$ cat src/rtl/mem_access_unit.sv
// Memory access stage: one-shot fetch/load/store requests run over a req/ack bus
// with wait-state timeout; holds IR and MDR, does little-endian lane steering.
module mem_access_unit #(
  parameter int unsigned TIMEOUT = 15
) (
  input  logic        clk,
  input  logic        rst,
  input  logic        start_i,
  input  logic        ir_load_i,
  input  logic        we_i,
  input  logic [1:0]  size_i,
  input  logic        uns_i,
  input  logic [31:0] addr_i,
  input  logic [31:0] wdata_i,
  output logic        mem_req_o,
  output logic        mem_we_o,
  output logic [31:0] mem_addr_o,
  output logic [3:0]  mem_be_o,
  output logic [31:0] mem_wdata_o,
  input  logic [31:0] mem_rdata_i,
  input  logic        mem_ack_i,
  output logic [31:0] instr_o,
  output logic [31:0] mdr_o,
  output logic        busy_o,
  output logic        done_o,
  output logic        err_o
);

  typedef enum logic [1:0] {S_IDLE, S_REQ, S_DONE, S_ERR} state_t;

  localparam logic [7:0] LP_LAST = 8'(TIMEOUT - 1);

  state_t      r_state, w_next;
  logic [1:0]  r_addr_lo;
  logic [1:0]  r_size;
  logic        r_uns, r_we, r_irl;
  logic [7:0]  r_cnt;
  logic        r_mem_we;
  logic [31:0] r_mem_addr, r_mem_wdata;
  logic [3:0]  r_mem_be;
  logic [31:0] r_instr, r_mdr;

  logic [1:0]  w_size;
  logic        w_we, w_misalign;
  logic [3:0]  w_be;
  logic [31:0] w_wdata;
  logic [31:0] w_shift, w_load;
  logic [15:0] w_half;
  logic [7:0]  w_byte;

  // Fetches are always treated as word reads regardless of size_i/we_i.
  always_comb begin
    w_size  = ir_load_i ? 2'b00 : size_i;
    w_we    = we_i & ~ir_load_i;
    w_be    = 4'b1111;
    w_wdata = '0;
    case (w_size)
      2'b01:   w_misalign = addr_i[0];
      2'b10:   w_misalign = 1'b0;
      default: w_misalign = |addr_i[1:0];
    endcase
    if (w_we) begin
      case (w_size)
        2'b01: begin
          w_be    = addr_i[1] ? 4'b1100 : 4'b0011;
          w_wdata = {2{wdata_i[15:0]}};
        end
        2'b10: begin
          w_be    = 4'b0001 << addr_i[1:0];
          w_wdata = {4{wdata_i[7:0]}};
        end
        default: w_wdata = wdata_i;
      endcase
    end
  end

  always_comb begin
    w_shift = mem_rdata_i >> {r_addr_lo, 3'b000};
    w_byte  = w_shift[7:0];
    w_half  = r_addr_lo[1] ? mem_rdata_i[31:16] : mem_rdata_i[15:0];
    case (r_size)
      2'b01:   w_load = r_uns ? {16'h0000, w_half} : {{16{w_half[15]}}, w_half};
      2'b10:   w_load = r_uns ? {24'h000000, w_byte} : {{24{w_byte[7]}}, w_byte};
      default: w_load = mem_rdata_i;
    endcase
  end

  // Ack is tested before the timeout so an ack on the final wait cycle wins.
  always_comb begin
    w_next = r_state;
    case (r_state)
      S_IDLE: if (start_i) w_next = w_misalign ? S_ERR : S_REQ;
      S_REQ: begin
        if (mem_ack_i)            w_next = S_DONE;
        else if (r_cnt == LP_LAST) w_next = S_ERR;
      end
      default: w_next = S_IDLE;
    endcase
  end

  always_ff @(posedge clk) begin
    if (rst) r_state <= S_IDLE;
    else     r_state <= w_next;
  end

  always_ff @(posedge clk) begin
    if (rst) begin
      r_addr_lo   <= '0;
      r_size      <= '0;
      r_uns       <= 1'b0;
      r_we        <= 1'b0;
      r_irl       <= 1'b0;
      r_cnt       <= '0;
      r_mem_we    <= 1'b0;
      r_mem_addr  <= '0;
      r_mem_be    <= '0;
      r_mem_wdata <= '0;
      r_instr     <= '0;
      r_mdr       <= '0;
    end else begin
      case (r_state)
        S_IDLE: if (start_i) begin
          r_addr_lo <= addr_i[1:0];
          r_size    <= w_size;
          r_uns     <= uns_i;
          r_we      <= w_we;
          r_irl     <= ir_load_i;
          r_cnt     <= '0;
          if (!w_misalign) begin
            r_mem_we    <= w_we;
            r_mem_addr  <= {addr_i[31:2], 2'b00};
            r_mem_be    <= w_be;
            r_mem_wdata <= w_wdata;
          end
        end
        S_REQ: begin
          if (mem_ack_i) begin
            if (r_irl)      r_instr <= mem_rdata_i;
            else if (!r_we) r_mdr   <= w_load;
          end
          if (w_next != S_REQ) begin
            r_mem_we    <= 1'b0;
            r_mem_addr  <= '0;
            r_mem_be    <= '0;
            r_mem_wdata <= '0;
          end else begin
            r_cnt <= r_cnt + 8'd1;
          end
        end
        default: ;
      endcase
    end
  end

  assign mem_req_o   = (r_state == S_REQ);
  assign busy_o      = (r_state == S_REQ);
  assign done_o      = (r_state == S_DONE);
  assign err_o       = (r_state == S_ERR);
  assign mem_we_o    = r_mem_we;
  assign mem_addr_o  = r_mem_addr;
  assign mem_be_o    = r_mem_be;
  assign mem_wdata_o = r_mem_wdata;
  assign instr_o     = r_instr;
  assign mdr_o       = r_mdr;

endmodule

$ cat config.mk
export PLATFORM = sky130hd
export DESIGN_NAME = mem_access_unit
export DESIGN_NICKNAME = d
export VERILOG_FILES = /design/src/rtl/mem_access_unit.sv
export SDC_FILE = /design/constraint.sdc
export NUM_CORES = 1
export LEC_CHECK = 0
export CORE_MARGIN = 4
export CORE_UTILIZATION = 48
export CTS_BUF_LIST = sky130_fd_sc_hd__clkbuf_16
export DETAILED_ROUTE_END_ITERATION = 6
export GPL_TIMING_DRIVEN = 0
export PLACE_DENSITY = 0.86
export SETUP_SLACK_MARGIN = 0.15
export SLEW_MARGIN = 20
export SYNTH_ARGS = -nofsm -noshare
export SYNTH_HDL_FRONTEND = slang
export SYNTH_SLANG_ARGS = --single-unit
$ cat constraint.sdc
create_clock -name clk -period 3.4 [get_ports clk]
set_input_delay 0.68 -clock clk [delete_from_list [all_inputs] [get_ports clk]]
set_output_delay 0.68 -clock clk [all_outputs]
set_load 0.01 [all_outputs]
After elaboration in Yosys (flattened, before gate mapping):

Cells that the tools add are included.

* input bits: 105
* output and inout port bits: 137
* memory bits (writable): 0
* word-level logic and storage cells: 75
* memories: 0
* bits in read-only memories: 0
* bits in latches: 0
* register bits: 150

* magnitude comparators: 0
* equality and inequality tests: 13
* multiply operators: 0
* div/mod/pow operators: 0
* shift-type cells: 2
* bitwise operators: 4
* add/subtract/negate cells: 1
* reduce and logical (&&, ||, !) cells: 8
* multiplexer cells: 34

Operator list (number)
* $mux 32: 8
* $pmux 32 s2: 4
* $shr 32x5->8: 1
* $mux 4: 5
* $mux 16: 1
* $mux 8: 2
* $pmux 4 s2: 2
* $pmux 8 s2: 1
* $mux 2: 5
* $add 8x1->8 const B: 1
* $eq 2x2->1 const B: 4
* $eq 8x4->1 const B: 1
* $reduce_and 4->1: 2
* $eq 2x1->1 const B: 3
* $ne 2x2->1 const B: 3
* $reduce_and 3->1: 2
* $ne 2x1->1 const B: 2
* $pmux 1 s2: 2
* $pmux 2 s2: 1
* $shl 1x2->4 const A: 1
* $mux 1: 3
* $not 1->1: 3
* $logic_not 2->1: 1
* $reduce_and 2->1: 1
* other kinds (3): 3

Depth between registers and ports, before layout:

Gate-level depths: netlist (run 1).

* word-level depth: 9
* depth in mapped cells: 11
* mapped depth without buffers: 7

Worst setup path before layout (run 1):

No wires, ideal clock.

* path kind: in2reg
* start: input port ir_load_i
* end: register r_mem_wdata[1], in the netlist mem_wdata_o[1]
* cell stages on the path: 10
* setup time: 0.117 ns
* buffers on the path: 4
* path slack: 1.079 ns
* arrival time: 2.204 ns
* data required time: 3.283 ns
* path through: nand2b_1 -> ha_1 -> buf_4 -> nand2_1 -> and4_1 -> buf_2 -> and2_1 -> buf_6 -> buf_6 -> a22o_1

* word-level cells in the longest chain between the ends: 9
* elaborated cells on any way between the ends: 17
* classes of those cells: eq/ne: 5; mux: 9; bitwise: 2; reduce/logical: 1

Ends and longest elaborated chain
* start: declaration: RTL line 9 `input logic ir_load_i,`
* $mux 2: RTL line 53 `w_size = ir_load_i ? 2'b00 : size_i;`
* $eq 2x2->1 or $eq 2x1->1 (tied branches): RTL line 57 `case (w_size)`
* $pmux 1 s2: RTL line 57
* $mux 2 (2 in series): RTL line 92 `S_IDLE: if (start_i) w_next = w_misalign ? S_ERR : S_REQ;`
* $pmux 2 s2: RTL line 91 `case (r_state)`
* $ne 2x1->1: RTL line 141 `if (w_next != S_REQ) begin`
* $ne 2x1->1 (no line)
* $reduce_and 4->1 (no line)
* end signal: assignment: RTL line 133 `r_mem_wdata <= w_wdata;`
* end: declaration: RTL line 39 `logic [31:0] r_mem_addr, r_mem_wdata;`

Several ways; a longest one is shown, not always the timed one. The select of a mux whose other input is x is not followed.
A chain may end at the register's enable or synchronous reset.

Worst setup path after layout (run 1):

* start: input port ir_load_i
* end: register r_mem_wdata[12], in the netlist mem_wdata_o[12]

* word-level cells in the longest chain between the ends: 9
* elaborated cells on any way between the ends: 18
* classes of those cells: eq/ne: 5; mux: 10; bitwise: 2; reduce/logical: 1

Ends and longest elaborated chain
* $mux 2 (*): RTL line 53
* via w_size[0]: RTL line 43 `logic [1:0] w_size;`
* $eq 2x2->1 or $eq 2x1->1 (tied branches): RTL line 57, 63
* $pmux 1 s2: RTL line 57
* $mux 2 (2 in series): RTL line 92
* $pmux 2 s2: RTL line 91
* $ne 2x1->1: RTL line 141
* $ne 2x1->1 (no line)
* $reduce_and 4->1 (no line)

The timed path passes the listed nets; every way through them passes the cells marked *. The select of a mux whose other input is x is not followed.

==> results of run 1 <==
==> metal layers <==
metal,global-route usage,part of all wire,vias to the layer above
li1,-,-,2980
met2,0.425,0.47,273
met3,0.0581,0.075,47
met4,0.101,0.028,0
met1,0.359,0.43,2958
met5,0,0,-
==> layout make-up <==
cell class,instances,area (sq um)
fillers,924,3210
multi-input cells,465,2990
flip-flops and latches,148,2960
repair buffers,239,2390
clock buffers,17,425
plain buffers,61,340
well taps,172,215
clock inverters,15,204
inverters,24,90.1
==> path summary, 6_finish.rpt <==
kind | endpoint | slack [ns] | cells after the start
min | mem_we_o | 0.45 | 1
max | mem_wdata_o[12] | 0.58 | 9
max reg2reg | mdr_o[25] | 1.23 | 6
min reg2reg | mem_we_o | 0.45 | 1
==> cell families (layout without fill, tap and decap cells) <==
kind of cell	Yosys count	after routing
compound gates	209	209
xor+xnor	6	6
fa+ha+maj	6	6
buf+inv	85	356
flops	148	148
mux	17	17
other cells	1	2
simple gates	225	225
==> metrics by stage <==
step                      std cells  setup slack, ns  hold WS [ns]  utilization  power (mW)
final                          1141            0.577         0.450        0.750        4.57
after global routing           1141            0.450         0.469        0.750        4.71
after CTS                      1141            0.617         0.454        0.750        4.59
after detailed placement       1109            0.192         0.440        0.701        2.60
after global placement         1109            0.216         0.435        0.701        2.59
after floorplan                 698             1.08         0.472            -        2.23
==> where the power goes <==
group	total, mW	internal [mW]	switching [mW]
logic	0.730	0.367	0.363
clock network	2.00	1.23	0.764
registers	1.85	1.80	0.0416
total	4.57	3.40	1.17
==> cells in the mapped netlist (2+ instances only) <==
cell type,number,share of area
a211oi_1,16,0.019
a211oi_2,10,0.020
a21o_1,8,0.0094
a21oi_1,54,0.042
a221o_1,3,0.0047
a221oi_1,14,0.019
a22o_1,67,0.092
a32o_1,7,0.011
and2_1,4,0.0039
and3_1,3,0.0029
and4_1,2,0.0027
buf_2,12,0.0094
buf_4,7,0.0082
buf_6,7,0.012
clkbuf_1,32,0.019
dfxtp_1,148,0.46
ha_1,6,0.012
inv_1,24,0.014
mux2_2,9,0.016
mux2_4,2,0.0047
mux2i_1,6,0.0094
nand2_1,124,0.073
nand2b_1,11,0.011
nand3_1,4,0.0031
nor2_1,45,0.026
nor2b_1,13,0.013
nor3_1,2,0.0016
nor3b_1,3,0.0035
o211ai_1,8,0.0094
o21ai_0,12,0.0094
or2_2,3,0.0029
or3b_1,2,0.0027
xnor2_1,3,0.0041
xor2_1,3,0.0041
==> state kept, by name (all words and copies together), names as in the netlist <==
name,count
r_irl,1
r_cnt,8
r_size,2
mem_we_o,1
r_addr_lo,2
mem_addr_o,30
r_uns,1
mem_be_o,4
r_we,1
mem_wdata_o,32
instr_o,32
r_state,2
mdr_o,32
==> worst max-delay path: cells and delay by family <==
| family | cells | cell delay [ns] |
|---|---|---|
| buf+inv | 5 | 1.60 |
| compound gates | 2 | 0.37 |
| fa+ha+maj | 1 | 0.28 |
| simple gates | 1 | 0.20 |
==> flow_summary.yaml, run 1 <==
worst_setup_path:
  reg2reg_from: "r_size[0]"
  endpoint_kind: "flop"
  crit_chain: "clkdlybuf4s50_1, nand2b_1, inv_1, ha_1, buf_4, clkbuf_1, clkbuf_1, a21oi_1, a22o_1"
  path_class: "in -> reg"
  cp.arrival_ns: 3.15
  crit_path_start_kind: "primary input"
  slowest_stage: "clkdlybuf4s50_1"
  slowest_delay_ns: 0.54
  cp_max_fo: 10
  crit_start: "ir_load_i"
  cpMostUsedCell: "clkbuf_1"
  critPathRequiredTime_ns: 3.72
finish:
  antenna_cells: 0
  final_cell_mix: "239 x clkdlybuf4s50_1, 148 x dfxtp_1, 124 x nand2_1, 67 x a22o_1, 54 x a21oi_1"
  drive_gt1_frac: 0.0970
  area_growth_pct: 50.8
  finalInstanceArea_sq_um: 9620
  fin_nets: 1067
  final_common_cell: "clkdlybuf4s50_1"
global_routing:
  grt_pass1_wl_um: 31200
  grt_max_degree: 17
  grt_usage: 0.268
  grt_antenna_before_repair: 0
  grt_overflow: 0
  grt_pass1_vias: 5767
routing:
  drtIter0Drc: 576
  vias: 6258
  wl_per_cell_um: 18.5
  via_per_inst: 5.48
  ant_nets: 0
  drc: 0
  firstDrtPassIters: 5
  routed_wirelength_um: 21100
clock_tree:
  htreeDepth: 4
  numCtsBuffers: 17
  clockBufferDepth: 2
  cts.sinks: 148
  clk_latency_ns: 0.43
  cts_tree: "done"
  cts_resized: 0
  cts.clk_slew.worst_paths_ns: 0.06
  post_cts_buffers: 0
  cts_root_buffer: "clkbuf_16"
  postCtsHoldBufs: 0
sta:
  finalSetupViolations: 0
  slew_viol_final: 0
  hold_viol: 0
  finalClockSkew_ns: 0.00680
  rsz0062_at_grt: "no"
  min_period_over_period: 0.830
  tightest_slew_ns: 0.729
  fin_crit_ns: 2.82
  relSlewSlack: 0.514
  fmax_mhz: 354
  finalSetupTns_ns: 0
synth:
  async_reset_ff_frac: 0
  synth_top_family_by_area: "compound AO/OA/AOI/OAI gates"
  ys_seq_area_frac: 0.465
  synth-edff-count: 0
  synthXorXnorAreaFrac: 0.00824
  synthesis.area_sq_um: 6370
  synthSimpleGateAreaFrac: 0.163
  ys_ff_latch: 148
  yosys-mux-area-fraction: 0.0300
  synth_compound_area_frac: 0.255
  netlist_instances: 697
  synth_cell_types: 57
  synth-adder-area-share: 0.0118
  avgSynthCellArea_sq_um: 9.15
  yosys_warnings: 0
  synth-main-ff-cell: "dfxtp_1"
place:
  hpwlAfterDp_um: 15500
  place_congestion: 0.895
  place_area_sq_um: 8990
  place.port_buffers: 239
floorplanning:
  die_h_um: 123
  io_pins: 242
  rows: 41
  die_w_um: 123
  die-area_sq_um: 15200
  fp.coreArea_sq_um: 12800
  initial_core_util: 0.497
power_and_ir_drop:
  total_leakage_power_nw: 3.60
  powerDensity_nw_per_um2: 475
  vdd_drop_max_mv: 0.327
worst_hold_path:
  hp-class: "reg -> reg"
  min_from: "mem_we_o"
outcome:
  outcome: "finished, final reports clean"
job:
  drv_cap: 0
Power figures use the tool's default switching activity.
==> run 2: changes to the inputs <==
- CORE_UTILIZATION: 48 -> 44
- PLACE_DENSITY: 0.86 -> 0.8
- clock period: 3.4 -> 2.7 ns (I/O delays scaled with it)
==> run 2 against run 1 <==
Compared with the run above:
- final area shrank 0.10%
- global-route usage down 2.0 points
- first-iteration DRC count grew 0.69%
- via count decreased by 0.30%
- register-to-register slack lost 0.67 ns
- setup slack got worse by 0.27 ns
- power rose by 23%
- non-clock buffer count is the same
- sequential power up 25%
- final cell count is 0.70% higher
- critical path depth up 2
- core utilization decreased by 6.6 points
==> flow_summary.yaml, run 2 (synthesis results as in run 1) <==
routing:
  drtIter0Drc: 580
  vias: 6239
  drc: 0
  via_per_inst: 5.43
  ant_nets: 0
  routed_wirelength_um: 20900
  wl_per_cell_um: 18.2
  firstDrtPassIters: 5
clock_tree:
  cts_tree: "done"
  numCtsBuffers: 17
  postCtsHoldBufs: 0
  htreeDepth: 4
  clockBufferDepth: 2
  cts.clk_slew.worst_paths_ns: 0.06
  clk_latency_ns: 0.42
  cts.sinks: 148
  cts_root_buffer: "clkbuf_16"
sta:
  hold_viol: 0
  slew_viol_final: 0
  tightest_slew_ns: 0.703
  finalSetupTns_ns: 0
  rsz0062_at_grt: "no"
  relSlewSlack: 0.531
  fmax_mhz: 419
  finalSetupViolations: 0
  finalClockSkew_ns: 0.00628
  fin_crit_ns: 2.39
  min_period_over_period: 0.885
power_and_ir_drop:
  switchingPower_mw: 1.44
  powerDensity_nw_per_um2: 584
  fin_total_pwr_mw: 5.61
  power_frac_comb: 0.164
  seqPwrFrac: 0.414
  p_int_mw: 4.18
  clock_power_share: 0.423
  vdd_drop_max_mv: 0.463
  p_sw_frac: 0.256
  total_leakage_power_nw: 3.62
worst_setup_path:
  endpoint_kind: "flop"
  ff2ff_setup_slack_ns: 0.56
  timing.rr.end: "mdr_o[21]"
  cp_max_fo: 10
  critPathRequiredTime_ns: 3.01
  crit_chain: "clkdlybuf4s50_1, nand2b_1, ha_1, buf_4, nand2_1, and4_1, clkbuf_4, and2_1, buf_6, buf_6, a22o_1"
  cpMostUsedCell: "buf_6"
  crit_buf_inv: 5
  slowest_delay_ns: 0.47
  crit_path_start_kind: "primary input"
  cp.arrival_ns: 2.70
  reg2reg_from: "r_size[0]"
  reg2regPathDepth: 6
  slowest_stage: "clkdlybuf4s50_1"
  cp_top_family: "buffers and inverters"
  path_class: "in -> reg"
floorplanning:
  die_w_um: 128
  initial_core_util: 0.454
  io_pins: 242
  die_h_um: 128
  rows: 43
  fp.coreArea_sq_um: 14000
  die-area_sq_um: 16500
finish:
  fin_nets: 1067
  area_growth_pct: 50.7
  final_cell_mix: "238 x clkdlybuf4s50_1, 148 x dfxtp_1, 124 x nand2_1, 67 x a22o_1, 54 x a21oi_1"
  n_fill_cell: 1126
  final_common_cell: "clkdlybuf4s50_1"
  antenna_cells: 0
  fin_cells: 1149
  drive_gt1_frac: 0.102
global_routing:
  grt_antenna_before_repair: 0
  grt_pass1_vias: 5987
  grt_usage: 0.248
  grt_pass1_wl_um: 32100
  grt_max_degree: 17
  grt_overflow: 0
place:
  place_congestion: 0.888
  place.port_buffers: 239
  hpwlAfterDp_um: 15600
  placed_cells: 1117
worst_hold_path:
  hp-class: "reg -> reg"
  hold-path-cell-count: 2
  min_from: "instr_o[11]"
  whs_endpoint: "instr_o[11]"
outcome:
  outcome: "finished, final reports clean"
job:
  drv_cap: 0
## run 2: cell types whose count changed in the layout (fill, tap and decap cells not counted), sizes merged
| cell | change |
|---|---|
| clkinv | +1 |
| bufinv | -1 |
| clkinvlp | +1 |
| buf | -1 |
| clkdlybuf4s50 | -1 |
| inv | -1 |
| dlymetal6s2s | +1 |
| clkbuf | +1 |
## run 2: cell type report
| class | instances | area (sq um) | share of cell area |
|---|---|---|---|
| Multi-Input combinational cell | 465 | 2990 | 0.312 |
| Sequential cell | 148 | 2960 | 0.308 |
| Timing Repair Buffer | 239 | 2390 | 0.249 |
| Clock buffer | 17 | 425 | 0.0443 |
| Buffer | 61 | 349 | 0.0363 |
| Tap cell | 180 | 225 | 0.0234 |
| Clock inverter | 15 | 165 | 0.0172 |
| Inverter | 24 | 90.1 | 0.00938 |
## run 2: stage by stage
stage | hold slack (ns) | util | cell area, sq um | worst slack, ns
after detailed placement | 0.446 | 0.641 | 9000 | -0.353
after global routing | 0.473 | 0.684 | 9610 | 0.227
final | 0.453 | 0.684 | 9610 | 0.312
after global placement | 0.434 | 0.641 | 9000 | -0.339
after CTS | 0.454 | 0.684 | 9600 | 0.178
after floorplan | 0.472 | - | 6380 | 0.519
## run 2: timing repair
item / CTS / global route
hold endpoints to repair: 0 / 0
buffers inserted: 0 / 0
endpoints found under the setup margin: 39 / 42
gates resized for setup: 4 / 6
## run 2: worst min-delay path, cell delays in order (launching register included)
cell	delay [ns]
dfxtp_1	0.30
nand2_1	0.05
a21oi_1	0.05
## run 2: power by group through the flow
stage / Combinational (mW) / Sequential (mW) / Clock, mW
4_1_cts: 0.918 / 2.32 / 2.40
3_3_place_gp: 0.897 / 2.37 / 0
3_5_place_dp: 0.907 / 2.37 / 0
6_report: 0.918 / 2.32 / 2.37
2_1_floorplan: 0.410 / 2.40 / 0
5_1_grt: 0.991 / 2.33 / 2.50
## run 2: worst max-delay path by stage
stage	start	end	slack (ns)	cells after the start
floorplan	ir_load_i	mem_wdata_o[1]	0.52	10
global placement	ir_load_i	mem_wdata_o[15]	-0.34	9
detailed placement	ir_load_i	mem_wdata_o[15]	-0.35	9
CTS	ir_load_i	mem_wdata_o[1]	0.18	12
global route	r_state[0]	mem_req_o	0.23	4
finish	size_i[1]	mem_wdata_o[4]	0.31	11
## run 2: per-layer routing
metal,track usage,part of all wire,up-vias
li1,-,-,2973
met1,0.327,0.42,2954
met2,0.386,0.47,262
met3,0.0648,0.076,50
met4,0.104,0.034,0
met5,0,0,-
==> run 3: changes to the inputs <==
- clock period: 2.7 -> 2.2 ns (I/O delays scaled with it)
==> run 3 against run 2 <==
Compared with the run above:
- power grew 26%
- sequential share of layout area shrank 0.59 points
- routed wire length grew 0.83%
- via count shrank 0.53%
- largest cell class unchanged
- largest power group unchanged
==> flow_summary.yaml, run 3 (synthesis results as in run 1) <==
floorplanning:
  fp.coreArea_sq_um: 14000
  die_w_um: 128
  rows: 43
  die_h_um: 128
  initial_core_util: 0.454
  io_pins: 242
  die-area_sq_um: 16500
sta:
  hold_viol: 0
  fin_crit_ns: 2.00
  finalSetupViolations: 0
  rsz0062_at_grt: "yes"
  slew_viol_final: 0
  hold_ws_ns: 0.452
  fin_ws_ns: 0.203
  fmax_mhz: 501
  finalClockSkew_ns: 0.00892
  relSlewSlack: 0.514
  tightest_slew_ns: 0.730
  min_period_over_period: 0.908
worst_setup_path:
  ff2ff_setup_slack_ns: 0.26
  crit_buf_inv: 6
  cp.arrival_ns: 2.31
  timing.rr.end: "mem_addr_o[23]"
  endpoint_kind: "flop"
  reg2regPathDepth: 8
  crit_path_start_kind: "primary input"
  cp_max_fo: 5
  path_class: "in -> reg"
  slowest_stage: "ha_4"
  cp_top_family: "buffers and inverters"
  reg2reg_from: "r_cnt[0]"
  slowest_delay_ns: 0.26
  crit_chain: "clkdlybuf4s15_2, nand2b_4, inv_2, ha_4, buf_6, nand2_2, and4_1, buf_6, and2_4, buf_6, bufbuf_16, a22o_1"
  cpMostUsedCell: "buf_6"
  critPathRequiredTime_ns: 2.51
finish:
  seqCellArea_sq_um: 2960
  n_fill_cell: 1107
  postLayoutCoreUtil: 0.697
  final_cell_mix: "232 x clkdlybuf4s50_1, 148 x dfxtp_1, 123 x nand2_1, 67 x a22o_1, 54 x a21oi_1"
  multi_input_area_sq_um: 3050
  area_growth_pct: 53.6
  fin_nets: 1073
  final_common_cell: "clkdlybuf4s50_1"
  drive_gt1_frac: 0.125
routing:
  routed_wirelength_um: 21100
  vias: 6206
  drtIter0Drc: 417
  drc: 0
  via_per_inst: 5.37
  firstDrtPassIters: 5
  wl_per_cell_um: 18.3
  ant_nets: 0
worst_hold_path:
  min_from: "mem_we_o"
  hp-class: "reg -> reg"
  hold-path-cell-count: 1
  whs_endpoint: "mem_we_o"
clock_tree:
  numCtsBuffers: 17
  cts.clk_slew.worst_paths_ns: 0.06
  cts_tree: "done"
  clk_latency_ns: 0.42
  clockBufferDepth: 2
  cts_root_buffer: "clkbuf_16"
  htreeDepth: 4
  cts.sinks: 148
outcome:
  outcome: "finished, final reports clean"
global_routing:
  grt_antenna_before_repair: 2
  grt_pass1_vias: 6122
  grt_pass1_wl_um: 33100
  grt_max_degree: 17
  grt_overflow: 0
  grt_usage: 0.255
power_and_ir_drop:
  powerDensity_nw_per_um2: 725
  vdd_drop_max_mv: 0.534
  fin_total_pwr_mw: 7.10
  total_leakage_power_nw: 3.75
place:
  place_congestion: 0.843
  post-place-ws_ns: -0.717
  place.port_buffers: 239
  hpwlAfterDp_um: 15300
job:
  drv_cap: 0
## run 3: area by class of cell
class | count | area share
multi-input combinational | 465 | 0.311
clock inverter | 14 | 0.0197
antenna | 2 | 0.000511
clock buffer | 17 | 0.0434
tap | 180 | 0.0230
inverter | 24 | 0.00920
sequential | 148 | 0.303
timing repair buffer | 246 | 0.252
buffer | 60 | 0.0383
## run 3: worst register-to-register path, stage by stage, from the launching register on
cell,delay (ns)
dfxtp_1,0.38
inv_1,0.09
ha_1,0.21
and4b_4,0.23
a22o_1,0.21
o22ai_2,0.24
buf_6,0.20
buf_4,0.19
a22o_1,0.14
## run 3: power breakdown
| part | internal [mW] | switching, mW |
|---|---|---|
| sequential | 2.79 | 0.0630 |
| clock | 1.98 | 1.11 |
| combinational | 0.591 | 0.567 |
| total | 5.36 | 1.74 |
## run 3: what timing repair did
action,4_1_cts,5_1_grt
cloned,1,0
setup endpoints to repair,80,70
resized for setup,21,19
pin swaps,1,0
hold buffers,0,0
buffers inserted,6,0
## run 3: routing by layer
metal  track usage  routed length [um]  vias to the layer above
met3        0.0652                1430                       46
met1         0.326                8820                     2963
met2         0.412               10200                      200
met4         0.105                 663                        0
li1              -                   -                     2997
met5             0                   0                        -
## run 3: stage by stage
stage | std cells | cell area (sq um) | TNS [ns]
global route | 1156 | 9790 | 0
global placement | 1117 | 9020 | -45.43
finish | 1156 | 9790 | 0
detailed placement | 1117 | 9020 | -48.04
floorplan | 698 | 6400 | 0
CTS | 1155 | 9740 | 0
## run 3: how the worst max path moves through the flow
stage	start	to	slack, ns	cells after the start
2_1_floorplan	ir_load_i	mem_wdata_o[1]	0.15	10
3_3_place_gp	ir_load_i	mem_wdata_o[12]	-0.68	9
3_5_place_dp	ir_load_i	mem_wdata_o[12]	-0.72	9
4_1_cts	r_state[1]	done_o	0.15	4
5_1_grt	ir_load_i	mem_wdata_o[31]	0.14	12
6_report	ir_load_i	mem_wdata_o[26]	0.20	12
